`src/rtl/fifo_ctrl_pkg.sv`:
```
// Shared defaults and pointer type for the FIFO controller slice.
package fifo_ctrl_pkg;
    localparam int unsigned DEF_ADDR_SIZE = 4;
    localparam int unsigned DEF_DATA_SIZE = 8;
    localparam int unsigned DEF_DEPTH     = 16;

    typedef logic [DEF_ADDR_SIZE:0] ptr_t;
endpackage

```
`src/rtl/fifo_ptr.sv`:
```
// Wrapping pointer counter with increment enable and asynchronous reset.
module fifo_ptr
    import fifo_ctrl_pkg::*;
#(
    parameter int unsigned W = DEF_ADDR_SIZE + 1
) (
    input  logic         clk,
    input  logic         rst,
    input  logic         inc,
    output logic [W-1:0] ptr
);
    always_ff @(posedge clk or posedge rst) begin
        if (rst)
            ptr <= '0;
        else if (inc)
            ptr <= ptr + 1'b1;
    end
endmodule

```
`src/rtl/fifo_ctrl.sv`:
```
// FIFO controller driving an external dual-port RAM with 1-cycle registered read.
// Optional sticky overflow/underflow flags: define FIFO_ERR_FLAGS_EN.
module fifo_ctrl
    import fifo_ctrl_pkg::*;
#(
    parameter int unsigned ADDR_SIZE = DEF_ADDR_SIZE,
    parameter int unsigned DATA_SIZE = DEF_DATA_SIZE,
    parameter int unsigned DEPTH     = DEF_DEPTH
) (
    input  logic                 clk,
    input  logic                 rst,
    input  logic                 push,
    input  logic [DATA_SIZE-1:0] push_data,
    input  logic                 pop,
    output logic [DATA_SIZE-1:0] pop_data,
    output logic                 pop_valid,
    output logic                 full,
    output logic                 empty,
    output logic [ADDR_SIZE:0]   count,
    output logic                 overflow,
    output logic                 underflow,
    output logic                 ram_cs,
    output logic                 ram_we,
    output logic                 ram_re,
    output logic                 ram_oe,
    output logic [ADDR_SIZE-1:0] ram_wr_address,
    output logic [ADDR_SIZE-1:0] ram_rd_address,
    output logic [DATA_SIZE-1:0] ram_data_in,
    input  logic [DATA_SIZE-1:0] ram_data_out
);
    localparam logic [ADDR_SIZE:0] FULL_COUNT = DEPTH[ADDR_SIZE:0];

    logic [ADDR_SIZE:0] wr_ptr;
    logic [ADDR_SIZE:0] rd_ptr;
    logic               push_acc;
    logic               pop_acc;

    fifo_ptr #(.W(ADDR_SIZE + 1)) u_wr_ptr (
        .clk (clk),
        .rst (rst),
        .inc (push_acc),
        .ptr (wr_ptr)
    );

    fifo_ptr #(.W(ADDR_SIZE + 1)) u_rd_ptr (
        .clk (clk),
        .rst (rst),
        .inc (pop_acc),
        .ptr (rd_ptr)
    );

    // Count equals DEPTH exactly when the pointers differ only in their MSB.
    always_comb begin
        count    = wr_ptr - rd_ptr;
        empty    = (wr_ptr == rd_ptr);
        full     = (count == FULL_COUNT);
        push_acc = push & ~full;
        pop_acc  = pop & ~empty;
    end

    always_ff @(posedge clk or posedge rst) begin
        if (rst)
            pop_valid <= 1'b0;
        else
            pop_valid <= pop_acc;
    end

    always_comb begin
        ram_we         = push_acc;
        ram_re         = pop_acc | pop_valid;
        ram_oe         = pop_valid;
        ram_cs         = ram_we | ram_re;
        ram_wr_address = wr_ptr[ADDR_SIZE-1:0];
        ram_rd_address = rd_ptr[ADDR_SIZE-1:0];
        ram_data_in    = push_data;
        pop_data       = pop_valid ? ram_data_out : '0;
    end

`ifdef FIFO_ERR_FLAGS_EN
    always_ff @(posedge clk or posedge rst) begin
        if (rst) begin
            overflow  <= 1'b0;
            underflow <= 1'b0;
        end else begin
            if (push & full)
                overflow <= 1'b1;
            if (pop & empty)
                underflow <= 1'b1;
        end
    end
`else
    assign overflow  = 1'b0;
    assign underflow = 1'b0;
`endif
endmodule

```
`config.mk`:
```
export PLATFORM = sky130hd
export DESIGN_NAME = fifo_ctrl
export DESIGN_NICKNAME = d
export VERILOG_FILES = /design/src/rtl/fifo_ctrl_pkg.sv /design/src/rtl/fifo_ptr.sv /design/src/rtl/fifo_ctrl.sv
export SDC_FILE = /design/constraint.sdc
export NUM_CORES = 1
export LEC_CHECK = 0
export ABC_AREA = 0
export ABC_CLOCK_PERIOD_IN_PS = 2200
export BUFFER_PORTS_ARGS = -buffer_cell sky130_fd_sc_hd__buf_2
export CORE_AREA = 8 8 61 63
export CTS_CLUSTER_DIAMETER = 80
export DETAILED_ROUTE_END_ITERATION = 6
export DIE_AREA = 0 0 69 71
export PLACE_DENSITY = 0.68
export SETUP_SLACK_MARGIN = 0.15
export SLEW_MARGIN = 30
export SYNTH_ARGS = -nofsm -noshare
export SYNTH_HDL_FRONTEND = slang
export SYNTH_SLANG_ARGS = --single-unit
```
`constraint.sdc`:
```
create_clock -name clk -period 2.2 [get_ports clk]
set_clock_uncertainty 0.05 [all_clocks]
set_input_delay 0.44 -clock clk [delete_from_list [all_inputs] [get_ports clk]]
set_output_delay 0.44 -clock clk [all_outputs]
set_load 0.03 [all_outputs]
```
==> summary.json, run 1 <==
{
  "drt_first_pass_iters": {"value": 4},
  "finalWorstPathRequiredPeriod": {"value": 2.76, "unit": "ns"},
  "syn_avg_cell_area": {"value": 9.46, "unit": "µm²"},
  "place.detailed.hpwl": {"value": 1950, "unit": "µm"},
  "grt_pass1_vias": {"value": 896},
  "insertedDiodeCount": {"value": 0},
  "antenna_left": {"value": 0},
  "finalCritPeriodShare": {"value": 126, "unit": "%"},
  "floorplan.rows": {"value": 20},
  "finish.net_count": {"value": 176},
  "tns": {"value": -2.47, "unit": "ns"},
  "cts_made_buffers": {"value": 3},
  "ys_seq_area_share": {"value": 29.7, "unit": "%"},
  "port_buffers": {"value": 39},
  "floorplan.die.height": {"value": 71, "unit": "µm"},
  "clock_tree_from_tritoncts": {"value": "built"},
  "globalplace.congestion": {"value": 0.807},
  "cts_sinks": {"value": 11},
  "cp.required": {"value": 1.71, "unit": "ns"},
  "buffers_inverters_on_critical_path": {"value": 1},
  "vias_per_cell": {"value": 4.59},
  "timing_worst_setup_path_type": {"value": "reg2out"},
  "worst_min_path_class": {"value": "in2async"},
  "final-max-slew-violation-count": {"value": 0},
  "ioPinCount": {"value": 58},
  "grt_start_max_net_pins": {"value": 12},
  "core_area": {"value": 2850, "unit": "µm²"},
  "start_util": {"value": 32.5, "unit": "%"},
  "setup_ws": {"value": -0.561, "unit": "ns"},
  "grt_setup_unrepaired": {"value": "true"},
  "residual_overflow_from_global_routing": {"value": 0},
  "design.die.area": {"value": 4900, "unit": "µm²"},
  "final_number_of_hold_violating_endpoints": {"value": 0},
  "clk_root_buffer_cell": {"value": "clkbuf_4"},
  "cpPeakStageDelay": {"value": 0.41, "unit": "ns"},
  "maxCapViolations": {"value": 0},
  "syn-cell-area": {"value": 927, "unit": "µm²"},
  "cp_max_fo": {"value": 3},
  "final_cell_mix": {"value": "buf_2, buf_4, buf_6, dfrtp_1, and2_1"},
  "grt_first_pass_wirelength": {"value": 4220, "unit": "µm"},
  "synth.lib_cells_used.distinct": {"value": 26},
  "detail_route.wl_per_cell": {"value": 13.7, "unit": "µm"},
  "critical_path.reg2reg.startpoint": {"value": "u_rd_ptr.ptr[0]"},
  "worst_path_dominant_cell_family": {"value": "adder cells"},
  "clkSlewWorstSetupHoldPaths": {"value": 0.08, "unit": "ns"},
  "failing_checks": {"value": "setup timing"},
  "clk-insertion-delay-late": {"value": 0.27, "unit": "ns"},
  "area_growth_syn_to_layout": {"value": 57.1, "unit": "%"},
  "gr-usage-all-layers": {"value": 10.0, "unit": "%"},
  "cell_count_after_synthesis": {"value": 98},
  "slew_headroom": {"value": 63.4, "unit": "%"},
  "fmaxAchievable": {"value": 362, "unit": "MHz"},
  "cts.path.max_buffers": {"value": 2},
  "crit_path_start_kind": {"value": "flip-flop"},
  "detail_route.wirelength": {"value": 2480, "unit": "µm"},
  "final_setup_violation_count": {"value": 7},
  "ctsHtreeMaxLevel": {"value": 1},
  "outcome": {"value": "complete, but fails checks"},
  "drive_gt1_share": {"value": 64.2, "unit": "%"},
  "detailedRoute.firstIterationViolations": {"value": 33},
  "worst_setup_end_kind": {"value": "primary output"},
  "worstMarginPinSlew": {"value": 0.548, "unit": "ns"},
  "initial_antenna_violation_count": {"value": 0},
  "drcViolationCount": {"value": 0},
  "layout.cells.most_common": {"value": "buf_2"},
  "path_cells": {"value": "ha_4, fa_2, xnor2_4, nor4_2, mux2_4, a21boi_4, or2_4, buf_6"},
  "detailroute.via_count": {"value": 831},
  "yosys_warnings": {"value": 0},
  "chipWidth": {"value": 69, "unit": "µm"},
  "slowest_stage": {"value": "dfrtp_1"},
  "arrival": {"value": 2.27, "unit": "ns"},
  "ys_seq_elements": {"value": 11},
  "start_point_of_the_critical_path": {"value": "u_rd_ptr.ptr[0]"}
}
cells in the mapped netlist (all sizes together):
cell | instances | area [µm²]
nand2 | 4 | 15.0
o21ai | 1 | 5.00
xor2 | 5 | 43.8
or2 | 2 | 12.5
mux2 | 2 | 30.0
a21oi | 5 | 28.8
nor2b | 1 | 6.26
nand3b | 1 | 7.51
nor4 | 1 | 12.5
nor2 | 4 | 15.0
buf | 20 | 148
nand3 | 1 | 5.00
xnor2 | 7 | 76.3
conb | 1 | 3.75
nand2b | 1 | 6.26
and2 | 9 | 57.6
inv | 9 | 33.8
a21boi | 1 | 18.8
fa | 1 | 20.0
nand4 | 5 | 31.3
dfrtp | 11 | 275
ha | 6 | 75.1
registers in the layout, indices dropped and copies added (netlist names):
signal,count
u_wr_ptr.ptr,5
u_rd_ptr.ptr,5
pop_valid,1
cells by family (layout without fill, tap and decap cells):
logic type                 Yosys count  count (layout)  share of synthesized area (%)
DFF                                 11              11                           29.7
buffers and inverters               29              78                           19.6
muxes                                2               2                           3.24
and+or+nand+nor                     29              29                           18.2
adders and majority gates            7               7                           10.3
xor gates and xnor gates            12              12                           13.0
other                                1               2                          0.404
AOI/OAI and AO/OA                    7               7                           5.67
layer usage:
layer | GRT usage [%] | vias up | part of all wire (%)
li1 | - | 396 | -
met1 | 11.1 | 391 | 43
met2 | 16.9 | 44 | 48
met3 | 5.31 | 0 | 9.8
met4 | 1.59 | 0 | 0
met5 | 0 | - | 0
metrics by stage:
step	instance area (µm²)	util, %	worst slack, ns	instances	hold WS (ns)
6_report	1460	51.1	-0.561	181	0.0942
3_3_place_gp	1220	42.8	-0.311	170	0.394
2_1_floorplan	988	-	-0.548	99	0.242
3_5_place_dp	1220	42.8	-0.346	170	0.407
4_1_cts	1430	50.0	-0.573	180	0.107
5_1_grt	1460	51.1	-0.688	181	0.127
worst register-to-register path, stage by stage (launching register included):
cell	delay, ns
dfrtp_1	0.41
ha_4	0.17
fa_2	0.38
xnor2_4	0.18
nor4_2	0.07
mux2_4	0.29
a21boi_4	0.14
buf_4	0.16
mux2_4	0.30
path summary, 6_finish.rpt:
path	slack, ns	endpoint	cells past startpoint
worst max-delay path	-0.56	ram_cs	8
min in group clk	0.44	u_rd_ptr.ptr[4]	1
worst min-delay path	0.09	u_rd_ptr.ptr[4]	2
max in group asynchronous	1.71	u_wr_ptr.ptr[4]	2
worst min register to register	0.44	u_rd_ptr.ptr[4]	1
worst max register to register	-0.06	u_wr_ptr.ptr[1]	8
area by class of cell:
type | instances | area [µm²]
flip-flops and latches | 11 | 275
repair buffers | 65 | 473
well taps | 33 | 41.3
clock buffers | 3 | 22.5
clock inverters | 1 | 5.00
multi-input cells | 59 | 603
inverters | 9 | 36.3
fillers | 251 | 1400
timing repair:
action                     CTS  global route
setup endpoints to repair   14            14
pin swaps                   13             0
hold buffers                 0             0
resized for setup           37             3
hold endpoints to repair     0             0
gates cloned                 0             0
setup buffers                6             1
Power of run 1 is left out: the tool's default activity adds up to more than one toggle a clock period on the data nets, which glitch-free logic cannot reach.
==> inputs of run 2 (changes only) <==
Settings changed: ABC_CLOCK_PERIOD_IN_PS 2200 to 3200, GPL_ROUTABILITY_DRIVEN set to 0, PLACE_DENSITY 0.68 to 0.66.
Clock period 2.2 ns to 3.2 ns, I/O delays scaled along.
==> run 2 against run 1 <==
Against the previous run: the flow now finishes without violations; die area unchanged; highest routed layer is now met4; first-iteration DRC count decreased by 12%; sequential share of layout area increased by 4.8 points; global-route usage decreased by 0.29 points; critical path depth unchanged; wire length decreased by 4.7%; design area decreased by 19%; final cell count decreased by 8.3%; worst setup slack improved by 0.74 ns; hold slack improved by 0.23 ns; register-to-register slack improved by 0.83 ns; flip-flop and latch count unchanged.
==> summary.json, run 2 (synthesis results as in run 1) <==
{
  "initial_antenna_violation_count": {"value": 0},
  "layout.cells.most_common": {"value": "buf_2"},
  "worst_min_path_class": {"value": "in2async"},
  "reg2reg_setup_slack": {"value": 0.77, "unit": "ns"},
  "ioPinCount": {"value": 58},
  "num-fill-cells": {"value": 289},
  "ctsHoldBuffers": {"value": 0},
  "maxCapViolations": {"value": 0},
  "insertedDiodeCount": {"value": 0},
  "arrival": {"value": 2.33, "unit": "ns"},
  "worst_setup_end_kind": {"value": "primary output"},
  "drive_gt1_share": {"value": 52.6, "unit": "%"},
  "detail_route.wl_per_cell": {"value": 14.2, "unit": "µm"},
  "clk_root_buffer_cell": {"value": "clkbuf_4"},
  "outcome": {"value": "finished, final reports clean"},
  "grt_setup_unrepaired": {"value": "true"},
  "floorplan.die.height": {"value": 71, "unit": "µm"},
  "final_setup_violation_count": {"value": 0},
  "cts.path.max_buffers": {"value": 2},
  "buffers_inverters_on_critical_path": {"value": 2},
  "detailedRoute.firstIterationViolations": {"value": 29},
  "drt_first_pass_iters": {"value": 4},
  "detail_route.wirelength": {"value": 2360, "unit": "µm"},
  "cts_made_buffers": {"value": 3},
  "path_cells": {"value": "ha_4, fa_2, inv_2, nor4_2, mux2_4, a21boi_4, or2_4, buf_6"},
  "finalCritPeriodShare": {"value": 94.5, "unit": "%"},
  "ctsHtreeMaxLevel": {"value": 1},
  "gr-usage-all-layers": {"value": 9.74, "unit": "%"},
  "clock_tree_from_tritoncts": {"value": "built"},
  "fmaxAchievable": {"value": 331, "unit": "MHz"},
  "design.die.area": {"value": 4900, "unit": "µm²"},
  "worst_path_dominant_cell_family": {"value": "adder cells"},
  "floorplan.rows": {"value": 20},
  "slowest_stage": {"value": "fa_2"},
  "final-max-slew-violation-count": {"value": 0},
  "crit_path_start_kind": {"value": "flip-flop"},
  "reg_top3": {"value": "u_rd_ptr.ptr x5, u_wr_ptr.ptr x5, pop_valid x1"},
  "grt_start_max_net_pins": {"value": 12},
  "grt_pass1_vias": {"value": 824},
  "port_buffers": {"value": 39},
  "tns": {"value": 0, "unit": "ns"},
  "final_number_of_hold_violating_endpoints": {"value": 0},
  "residual_overflow_from_global_routing": {"value": 0},
  "clk-insertion-delay-late": {"value": 0.27, "unit": "ns"},
  "chipWidth": {"value": 69, "unit": "µm"},
  "drcViolationCount": {"value": 0},
  "vias_per_cell": {"value": 4.60},
  "final_cell_mix": {"value": "buf_2, buf_4, dfrtp_1, and2_1, inv_1"},
  "start_util": {"value": 32.5, "unit": "%"},
  "cp.required": {"value": 2.51, "unit": "ns"},
  "antenna_left": {"value": 0},
  "grt_first_pass_wirelength": {"value": 3940, "unit": "µm"},
  "cpPeakStageDelay": {"value": 0.54, "unit": "ns"},
  "detailroute.via_count": {"value": 763},
  "cts_sinks": {"value": 11},
  "finalWorstPathRequiredPeriod": {"value": 3.02, "unit": "ns"},
  "finish.net_count": {"value": 161},
  "timing_worst_setup_path_type": {"value": "reg2out"},
  "clkSlewWorstSetupHoldPaths": {"value": 0.07, "unit": "ns"},
  "cp_max_fo": {"value": 2},
  "place.detailed.hpwl": {"value": 1840, "unit": "µm"},
  "area_growth_syn_to_layout": {"value": 26.6, "unit": "%"},
  "core_area": {"value": 2850, "unit": "µm²"}
}
-- run 2: worst paths after layout --
path	start	end	cells after the start
min	rst	u_wr_ptr.ptr[2]	2
max reg2reg	u_rd_ptr.ptr[0]	u_wr_ptr.ptr[1]	9
max in group asynchronous	rst	u_rd_ptr.ptr[2]	2
min in group clk	u_wr_ptr.ptr[4]	u_wr_ptr.ptr[4]	1
min reg2reg	u_wr_ptr.ptr[4]	u_wr_ptr.ptr[4]	1
max	u_rd_ptr.ptr[0]	ram_cs	8
-- run 2: repair_timing --
item / 4_1_cts / 5_1_grt
pin swaps: 6 / 3
resized for setup: 8 / 4
endpoints found under the setup margin: 3 / 4
setup buffers: 7 / 3
-- run 2: metal layers --
metal | global-route usage, % | wire length, µm
met1 | 8.96 | 811
met2 | 17.4 | 1280
met3 | 3.92 | 217
met4 | 6.38 | 53
met5 | 0 | 0
-- run 2: worst register-to-register path, stage by stage (launching register included) --
cell and delay (ns):
dfrtp_2 0.43, ha_4 0.17, fa_2 0.54, inv_2 0.04, nor4_2 0.25, mux2_4 0.21, a21boi_4 0.05, buf_4 0.14
buf_4 0.14, mux2_4 0.29
-- run 2: stage by stage --
step | utilization, % | hold slack (ns) | setup WS (ns) | std cells | area, µm²
after CTS | 40.1 | 0.319 | 0.156 | 163 | 1140
after detailed placement | 36.5 | 0.430 | 0.257 | 152 | 1040
after global placement | 36.5 | 0.427 | 0.295 | 152 | 1040
after global routing | 41.1 | 0.350 | 0.119 | 166 | 1170
after floorplan | - | 0.411 | 0.167 | 99 | 945
final | 41.1 | 0.321 | 0.177 | 166 | 1170
-- run 2: final cells by class --
| type | count | area (µm²) | share of cell area (%) |
|---|---|---|---|
| inverter | 9 | 33.8 | 2.88 |
| timing repair buffer | 50 | 287 | 24.4 |
| tap | 33 | 41.3 | 3.52 |
| clock buffer | 4 | 26.3 | 2.24 |
| multi-input combinational | 59 | 508 | 43.3 |
| sequential | 11 | 278 | 23.7 |
Power of run 2 is left out for the same reason.
==> inputs of run 3 (changes only) <==
Settings changed: CORE_AREA 8 8 61 63 to 8 8 55 57, DIE_AREA 0 0 69 71 to 0 0 63 65, PLACE_DENSITY 0.66 to 0.8.
==> run 3 against run 2 <==
Against the previous run: design area shrank 2.2%; global-route usage grew 1.5 points; utilization grew 12 points; count of clock-buffer cells in the layout is the same; critical path depth is the same; wire length shrank 1.8%; worst setup slack gained 0.049 ns; hold slack lost 0.027 ns; non-clock buffer count shrank 4; first-iteration DRC count grew 66%; largest cell class unchanged.
==> summary.json, run 3 (synthesis results as in run 1) <==
{
  "vias_per_cell": {"value": 4.62},
  "cts.path.max_buffers": {"value": 2},
  "ioPinCount": {"value": 58},
  "detailroute.via_count": {"value": 725},
  "final-max-slew-violation-count": {"value": 0},
  "port_buffers": {"value": 39},
  "ctsHtreeMaxLevel": {"value": 1},
  "tns": {"value": 0, "unit": "ns"},
  "detail_route.wirelength": {"value": 2320, "unit": "µm"},
  "layout.cells.most_common": {"value": "buf_2"},
  "fmaxAchievable": {"value": 336, "unit": "MHz"},
  "design.die.area": {"value": 4100, "unit": "µm²"},
  "grt_pass1_vias": {"value": 733},
  "cp.required": {"value": 2.51, "unit": "ns"},
  "worst_setup_end_kind": {"value": "primary output"},
  "final_cell_mix": {"value": "buf_2, and2_1, buf_4, dfrtp_1, inv_1"},
  "start_util": {"value": 43.2, "unit": "%"},
  "final_number_of_hold_violating_endpoints": {"value": 0},
  "place.detailed.hpwl": {"value": 1850, "unit": "µm"},
  "timing_worst_setup_path_type": {"value": "reg2out"},
  "detail_route.wl_per_cell": {"value": 14.8, "unit": "µm"},
  "finish.net_count": {"value": 157},
  "final_setup_violation_count": {"value": 0},
  "cts_sinks": {"value": 11},
  "clk_root_buffer_cell": {"value": "clkbuf_4"},
  "drcViolationCount": {"value": 0},
  "arrival": {"value": 2.28, "unit": "ns"},
  "finalCritPeriodShare": {"value": 92.9, "unit": "%"},
  "residual_overflow_from_global_routing": {"value": 0},
  "clk-insertion-delay-late": {"value": 0.26, "unit": "ns"},
  "floorplan.die.height": {"value": 65, "unit": "µm"},
  "area_growth_syn_to_layout": {"value": 23.8, "unit": "%"},
  "clock_tree_from_tritoncts": {"value": "built"},
  "ctsHoldBuffers": {"value": 0},
  "crit_path_start_kind": {"value": "flip-flop"},
  "detailedRoute.firstIterationViolations": {"value": 48},
  "cp_max_fo": {"value": 6},
  "initial_antenna_violation_count": {"value": 0},
  "final_util": {"value": 53.4, "unit": "%"},
  "antenna_left": {"value": 0},
  "grt_first_pass_wirelength": {"value": 3730, "unit": "µm"},
  "post_layout_nonfiller_instances": {"value": 157},
  "drt_first_pass_iters": {"value": 4},
  "grt_start_max_net_pins": {"value": 12},
  "chipWidth": {"value": 63, "unit": "µm"},
  "clkSlewWorstSetupHoldPaths": {"value": 0.07, "unit": "ns"},
  "maxCapViolations": {"value": 0},
  "drive_gt1_share": {"value": 51.9, "unit": "%"},
  "finalWorstPathRequiredPeriod": {"value": 2.97, "unit": "ns"},
  "insertedDiodeCount": {"value": 0},
  "dp_cells": {"value": 147},
  "grt_setup_unrepaired": {"value": "true"},
  "outcome": {"value": "finished, final reports clean"},
  "worst_min_path_class": {"value": "in2async"},
  "floorplan.rows": {"value": 17},
  "cts_made_buffers": {"value": 3},
  "reg_top3": {"value": "u_rd_ptr.ptr x5, u_wr_ptr.ptr x5, pop_valid x1"},
  "gr-usage-all-layers": {"value": 11.2, "unit": "%"},
  "core_area": {"value": 2150, "unit": "µm²"}
}
-- run 3: cell types whose count changed in the layout (fill, tap and decap cells not counted) --
cell	previous run	this run
buf_4	12	8
dfrtp_1	9	8
dfrtp_2	2	3
ha_1	4	3
ha_2	1	2
nor2b_1	0	1
nor2b_2	1	0
nor4_2	1	0
nor4_4	0	1
-- run 3: worst paths after layout --
path                                 start         endpoint  slack, ns  cells after the start
min in group clk           u_rd_ptr.ptr[4]  u_rd_ptr.ptr[4]       0.45                      1
setup / recovery           u_rd_ptr.ptr[0]           ram_cs       0.23                      8
setup reg to reg           u_rd_ptr.ptr[0]  u_wr_ptr.ptr[1]       0.80                      9
hold reg to reg            u_rd_ptr.ptr[4]  u_rd_ptr.ptr[4]       0.45                      1
hold / removal                         rst  u_rd_ptr.ptr[4]       0.29                      2
max in group asynchronous              rst  u_rd_ptr.ptr[0]       2.50                      2
-- run 3: layout make-up --
type	instances	area [µm²]
fill	196	1000
multi-input combinational	59	517
sequential	11	279
timing repair buffer	46	256
tap	28	35.0
inverter	9	33.8
clock buffer	4	26.3
-- run 3: worst max-delay path: stages, from the launching register on --
cell and delay, ns:
dfrtp_2 0.43, ha_4 0.17, fa_2 0.39, nand2b_1 0.18, a21oi_2 0.18, xnor2_2 0.21, a21boi_4 0.10, or2_4 0.24
buf_6 0.14
-- run 3: through the flow --
| step | instance area [µm²] | setup WS [ns] | hold WS (ns) |
|---|---|---|---|
| detailed placement | 1030 | 0.209 | 0.440 |
| CTS | 1120 | 0.143 | 0.305 |
| floorplan | 945 | 0.167 | 0.411 |
| global placement | 1030 | 0.304 | 0.429 |
| global route | 1150 | 0.128 | 0.334 |
| finish | 1150 | 0.226 | 0.294 |
-- run 3: timing repair --
item / in CTS / in global routing
hold endpoints to repair: 0 / 0
gates resized for setup: 8 / 7
pin swaps: 5 / 2
buffers inserted: 5 / 1
setup endpoints to repair: 3 / 3
-- run 3: routing by layer --
layer,wire [µm],global-route usage [%],vias to the layer above,share of wire (%)
met5,0,0,-,0
met4,6,4.56,0,0.26
met3,169,4.64,2,7.3
met2,1230,18.7,25,53
met1,920,12.5,344,40
li1,-,-,354,-
Power of run 3 is left out for the same reason.
